===== src/rtl/pipelined_barrel_shifter.sv =====
// Pipelined barrel shifter: one register per power-of-two shift stage (SRL/SLL/SRA/ROR).
// Valid/ready handshake with full backpressure; empty stages refill while later ones stall.
module pipelined_barrel_shifter #(
  parameter  int WIDTH = 32,
  parameter  int TAG_W = 5,
  localparam int SHW   = $clog2(WIDTH)
) (
  input  logic             clk,
  input  logic             rst,
  input  logic             in_valid,
  output logic             in_ready,
  input  logic [WIDTH-1:0] in_data,
  input  logic [SHW-1:0]   in_amt,
  input  logic [1:0]       in_mode,
  input  logic [TAG_W-1:0] in_tag,
  output logic             out_valid,
  input  logic             out_ready,
  output logic [WIDTH-1:0] out_data,
  output logic [TAG_W-1:0] out_tag,
  output logic             busy
);

  typedef enum logic [1:0] {
    MODE_SRL = 2'b00,
    MODE_SLL = 2'b01,
    MODE_SRA = 2'b10,
    MODE_ROR = 2'b11
  } mode_e;

  function automatic logic [WIDTH-1:0] shift_by(
    input logic [WIDTH-1:0] d,
    input logic [1:0]       mode,
    input logic             sign,
    input int               s
  );
    logic [WIDTH-1:0] ones;
    logic [WIDTH-1:0] res;
    ones = '1;
    case (mode)
      MODE_SRL: res = d >> s;
      MODE_SLL: res = d << s;
      MODE_SRA: res = sign ? ((d >> s) | ~(ones >> s)) : (d >> s);
      default:  res = (d >> s) | (d << (WIDTH - s));
    endcase
    return res;
  endfunction

  logic [SHW-1:0]   valid_all;
  logic [SHW-1:0]   adv;
  logic [WIDTH-1:0] stg_data [SHW];
  logic [SHW-1:0]   stg_amt  [SHW];
  logic [1:0]       stg_mode [SHW];
  logic             stg_sign [SHW];
  logic [TAG_W-1:0] stg_tag  [SHW];

  for (genvar k = 0; k < SHW; k++) begin : g_stage
    logic             v_in;
    logic [WIDTH-1:0] d_in;
    logic [SHW-1:0]   amt_in;
    logic [1:0]       mode_in;
    logic             sign_in;
    logic [TAG_W-1:0] tag_in;
    logic [WIDTH-1:0] data_d;

    logic             valid_q;
    logic [WIDTH-1:0] data_q;
    logic [SHW-1:0]   amt_q;
    logic [1:0]       mode_q;
    logic             sign_q;
    logic [TAG_W-1:0] tag_q;

    if (k == 0) begin : g_head
      // Sign is captured from the untouched operand so SRA fill survives earlier stages.
      assign v_in    = in_valid;
      assign d_in    = in_data;
      assign amt_in  = in_amt;
      assign mode_in = in_mode;
      assign sign_in = in_data[WIDTH-1];
      assign tag_in  = in_tag;
    end else begin : g_body
      assign v_in    = valid_all[k-1];
      assign d_in    = stg_data[k-1];
      assign amt_in  = stg_amt[k-1];
      assign mode_in = stg_mode[k-1];
      assign sign_in = stg_sign[k-1];
      assign tag_in  = stg_tag[k-1];
    end

    // Stage k moves when any stage from k to the tail has a hole, or the sink takes the result.
    assign adv[k]  = out_ready | ~(&valid_all[SHW-1:k]);
    assign data_d  = amt_in[k] ? shift_by(d_in, mode_in, sign_in, 1 << k) : d_in;

    always_ff @(posedge clk or negedge rst) begin
      if (!rst) begin
        valid_q <= 1'b0;
        data_q  <= '0;
        amt_q   <= '0;
        mode_q  <= '0;
        sign_q  <= 1'b0;
        tag_q   <= '0;
      end else if (adv[k]) begin
        valid_q <= v_in;
        data_q  <= data_d;
        amt_q   <= amt_in;
        mode_q  <= mode_in;
        sign_q  <= sign_in;
        tag_q   <= tag_in;
      end
    end

    assign valid_all[k] = valid_q;
    assign stg_data[k]  = data_q;
    assign stg_amt[k]   = amt_q;
    assign stg_mode[k]  = mode_q;
    assign stg_sign[k]  = sign_q;
    assign stg_tag[k]   = tag_q;
  end

  assign in_ready  = adv[0];
  assign out_valid = valid_all[SHW-1];
  assign out_data  = stg_data[SHW-1];
  assign out_tag   = stg_tag[SHW-1];
  assign busy      = |valid_all;

endmodule


===== config.mk =====
export PLATFORM = sky130hd
export DESIGN_NAME = pipelined_barrel_shifter
export DESIGN_NICKNAME = d
export VERILOG_FILES = /design/src/rtl/pipelined_barrel_shifter.sv
export SDC_FILE = /design/constraint.sdc
export NUM_CORES = 1
export LEC_CHECK = 0
export ABC_CLOCK_PERIOD_IN_PS = 3500
export CAP_MARGIN = 5
export CORE_ASPECT_RATIO = 1.1
export CORE_MARGIN = 8
export CORE_UTILIZATION = 50
export DETAILED_ROUTE_END_ITERATION = 8
export DONT_BUFFER_PORTS = 1
export PLACE_DENSITY_LB_ADDON = 0.2
export SYNTH_ARGS = -nofsm -noshare
export SYNTH_HDL_FRONTEND = slang
export SYNTH_SLANG_ARGS = --single-unit

===== constraint.sdc =====
create_clock -name clk -period 3.5 [get_ports clk]
set_clock_uncertainty 0.1 [all_clocks]
set_input_delay 0.35 -clock clk [delete_from_list [all_inputs] [get_ports clk]]
set_output_delay 0.35 -clock clk [all_outputs]
set_load 0.01 [all_outputs]

==> qor.json <==
{
  "p_clk_share": {"value": 27.7, "unit": "%"},
  "synth.ff_latch_count": {"value": 212},
  "number_of_antenna_violations_at_the_first_check_in_global_routing": {"value": 0},
  "netlist_instances": {"value": 1178},
  "clk_path_buf_depth": {"value": 3},
  "clkSlewWorstSetupHoldPaths": {"value": 60, "unit": "ps"},
  "unrepaired_setup_endpoints_after_global_routing": {"value": "no"},
  "coreArea": {"value": 22000, "unit": "um^2"},
  "cts_tree": {"value": "built"},
  "start_util": {"value": 50.9, "unit": "%"},
  "critical_path.slowest_cell": {"value": "sky130_fd_sc_hd__dlygate4sd3_1"},
  "grt_max_degree": {"value": 213},
  "p_seq_share": {"value": 49.3, "unit": "%"},
  "report.power.total": {"value": 8.59, "unit": "mW"},
  "timing.critical_path.buf_inv": {"value": 3},
  "worst_ep_required_time": {"value": 3860, "unit": "ps"},
  "timing.slew.headroom": {"value": 19.0, "unit": "%"},
  "timing.hold.worst.class": {"value": "in2async"},
  "clk_latency": {"value": 530, "unit": "ps"},
  "synth_top_area_cell": {"value": "sky130_fd_sc_hd__dfrtp_1"},
  "powerDensity": {"value": 683, "unit": "nW/um^2"},
  "port_buffers": {"value": 0},
  "place.detailed.hpwl": {"value": 18.8, "unit": "mm"},
  "timing_worst_setup_path_type": {"value": "reg2reg"},
  "critical_path_arrival": {"value": 3330, "unit": "ps"},
  "grt_pass1_vias": {"value": 9036},
  "layout-area-overhead-vs-synth": {"value": 12.2, "unit": "%"},
  "period_minus_slack": {"value": 2970, "unit": "ps"},
  "timing.critical_path.slowest_cell_delay": {"value": 610, "unit": "ps"},
  "cellInternalPower": {"value": 5.57, "unit": "mW"},
  "groute.usage.overall": {"value": 21.1, "unit": "%"},
  "ctsResizeCount": {"value": 0},
  "synth_common_cells": {"value": "212 x sky130_fd_sc_hd__dfrtp_1, 168 x sky130_fd_sc_hd__nand2_1, 138 x sky130_fd_sc_hd__o21ai_0"},
  "final_nets": {"value": 1208},
  "maximum_level_of_the_cts_h_tree": {"value": 1},
  "netSwitchingPower": {"value": 3.03, "unit": "mW"},
  "detail_route.first_pass.iterations": {"value": 5},
  "ctsRootBufferMaster": {"value": "sky130_fd_sc_hd__clkbuf_16"},
  "finalWirelength": {"value": 29.6, "unit": "mm"},
  "average_cell_area_after_synthesis": {"value": 9.52, "unit": "um^2"},
  "cts.sink_count": {"value": 212},
  "worst_path_most_repeated_cell": {"value": "sky130_fd_sc_hd__dlygate4sd3_1"},
  "post_drt_wl_per_cell": {"value": 20.1, "unit": "um"},
  "seq_area_frac_synth": {"value": 47.3, "unit": "%"},
  "synth_enable_flop_cells": {"value": 0},
  "max_slew.worst_pin.slew": {"value": 1210, "unit": "ps"},
  "timing.critical_path.cells": {"value": "nand4b_4 -> buf_4 -> o22ai_1 -> dlygate4sd3_1 -> o2bb2ai_1 -> dlygate4sd3_1"},
  "synth_async_sr_flop_share": {"value": 100, "unit": "%"},
  "hold_viol": {"value": 212},
  "syn_nets": {"value": 1226},
  "crit_path_max_fanout": {"value": 72},
  "numCtsBuffers": {"value": 24},
  "post-route-period-util": {"value": 84.9, "unit": "%"},
  "die_width": {"value": 159, "unit": "um"},
  "global_route_wire_length_before_repair": {"value": 49.0, "unit": "mm"},
  "timing.final.setup_violations": {"value": 0},
  "drv_slew": {"value": 0},
  "hold_ws": {"value": -557, "unit": "ps"},
  "cts_setup_buffers": {"value": 0},
  "combPwrFrac": {"value": 22.9, "unit": "%"},
  "postSynth.topFlopCell": {"value": "sky130_fd_sc_hd__dfrtp_1"},
  "synth.top_cell.area_share": {"value": 47.3, "unit": "%"},
  "floorplan.io_pins": {"value": 88},
  "post_drt_via_cell_ratio": {"value": 6.17},
  "rows": {"value": 57},
  "max_cap_viol_count": {"value": 0},
  "detailroute.via_count": {"value": 9079},
  "outcome": {"value": "finished, violations left"},
  "max-vdd-ir-drop": {"value": 371, "unit": "uV"},
  "grt-ovfl-total": {"value": 0},
  "drt_first_iter_violations": {"value": 632},
  "postRouteAntennaNets": {"value": 0},
  "syn-cell-area": {"value": 11200, "unit": "um^2"},
  "failed_checks": {"value": "hold timing"},
  "fin_tns_setup": {"value": 0, "unit": "ps"},
  "maxClockFrequency": {"value": 337, "unit": "MHz"},
  "synth.yosys.warnings": {"value": 0},
  "p_sw_share": {"value": 35.2, "unit": "%"},
  "die_extent_in_y": {"value": 173, "unit": "um"},
  "cellLeakagePower": {"value": 5.40, "unit": "nW"},
  "ctsHoldBuffers": {"value": 63},
  "globalplace.congestion": {"value": 0.882},
  "end_kind": {"value": "register"},
  "netlist-cell-type-count": {"value": 37},
  "n_antenna_cell": {"value": 0},
  "synth.area.top_cells": {"value": "sky130_fd_sc_hd__dfrtp_1 47%, sky130_fd_sc_hd__and3b_1 7.7%, sky130_fd_sc_hd__a211oi_1 6.6%"},
  "remaining_drc_errors": {"value": 0},
  "post_route_cells_drive_above_1_share": {"value": 8.92, "unit": "%"},
  "family_with_the_most_delay_on_the_worst_path": {"value": "buffers and inverters"},
  "yosys.cell_count.top_type": {"value": "sky130_fd_sc_hd__dfrtp_1"},
  "critPathLaunchType": {"value": "register"},
  "die_ar": {"value": 27500, "unit": "um^2"}
}
power groups by stage:
| stage | Sequential (mW) | Clock (mW) | Combinational, mW |
|---|---|---|---|
| 6_report | 4.24 | 2.38 | 1.97 |
| 3_3_place_gp | 4.27 | 0 | 1.84 |
| 3_5_place_dp | 4.29 | 0 | 1.88 |
| 4_1_cts | 4.24 | 2.44 | 1.98 |
| 5_1_grt | 4.36 | 2.52 | 2.23 |
| 2_1_floorplan | 3.80 | 0 | 1.69 |
cells in the final DEF (no fill, tap or decap), types with 7 or more instances in the layout:
master                          synthesis  routed
sky130_fd_sc_hd__a211oi_1              98      98
sky130_fd_sc_hd__o31ai_1               30      30
sky130_fd_sc_hd__dfrtp_1              212     211
sky130_fd_sc_hd__nand3_1               33      33
sky130_fd_sc_hd__mux2_4                 7       7
sky130_fd_sc_hd__clkbuf_16              0      24
sky130_fd_sc_hd__a2bb2oi_1             14      14
sky130_fd_sc_hd__dlygate4sd3_1          0      63
sky130_fd_sc_hd__buf_4                  0      18
sky130_fd_sc_hd__nand2_1              168     168
sky130_fd_sc_hd__nor2b_1               22      21
sky130_fd_sc_hd__a311oi_1              16      16
sky130_fd_sc_hd__o22ai_1               30      30
sky130_fd_sc_hd__o2bb2ai_1             30      30
sky130_fd_sc_hd__o21ai_0              138     138
sky130_fd_sc_hd__nor2_1                47      47
sky130_fd_sc_hd__a31oi_1               17      17
sky130_fd_sc_hd__a21o_1                16      16
sky130_fd_sc_hd__nand2b_1               8       8
sky130_fd_sc_hd__a221oi_1              14      14
sky130_fd_sc_hd__and3b_1               99      99
sky130_fd_sc_hd__mux2_2                34      34
path summary, 6_finish.rpt:
kind                                                 start  slack [ps]                           endpoint  cells after the start
max                                  out_valid$_DFFE_PN0P_         530  g_stage[0].data_q[19]$_DFFE_PN0P_                      6
min                                                    rst        -560  g_stage[3].data_q[17]$_DFFE_PN0P_                      0
max reg2reg                          out_valid$_DFFE_PN0P_         530  g_stage[0].data_q[19]$_DFFE_PN0P_                      6
min reg2reg                g_stage[3].tag_q[4]$_DFFE_PN0P_         360    g_stage[3].tag_q[4]$_DFFE_PN0P_                      2
max in group asynchronous                              rst        3540    g_stage[3].amt_q[4]$_DFFE_PN0P_                      0
min in group clk                                 in_amt[0]          20   g_stage[0].data_q[0]$_DFFE_PN0P_                      3
registers in the layout (all words and copies together) (netlist names):
name / cells
g_stage.valid_q: 4
g_stage.amt_q: 10
g_stage.tag_q: 20
out_valid: 1
out_data: 32
g_stage.mode_q: 8
g_stage.sign_q: 4
g_stage.data_q: 128
out_tag: 5
layer usage:
layer	part of all wire, %	GRT usage (%)	vias to the layer above
met3	5.5	3.82	49
met5	0	0	-
li1	-	-	4313
met4	2.2	6.20	0
met1	43	26.5	4466
met2	50	36.4	251
logic make-up after synthesis:
logic type      after synthesis  synth area share (%)
flops                       212                  47.3
simple gates                390                  19.1
buf+inv                     130                  4.93
compound gates              405                  24.3
mux                          41                  4.35
cell type report:
cell class | count | area [um^2]
clock inverter | 7 | 51.3
timing repair buffer | 81 | 766
sequential | 212 | 5310
inverter | 5 | 18.8
fill | 1925 | 9460
clock buffer | 36 | 706
tap | 295 | 369
multi-input combinational | 836 | 5360
through the flow:
| step | cells | utilization [%] | setup slack, ps | hold WS, ps | instance area, um^2 |
|---|---|---|---|---|---|
| floorplan | 1178 | - | 1760 | -45.6 | 11200 |
| global placement | 1366 | 50.8 | 1260 | -30.9 | 11200 |
| detailed placement | 1366 | 50.8 | 1260 | -30.4 | 11200 |
| CTS | 1472 | 57.1 | 641 | -582 | 12600 |
| global route | 1472 | 57.1 | 402 | -574 | 12600 |
| finish | 1472 | 57.1 | 530 | -557 | 12600 |
No activity file was read; power rests on OpenSTA's default activity.
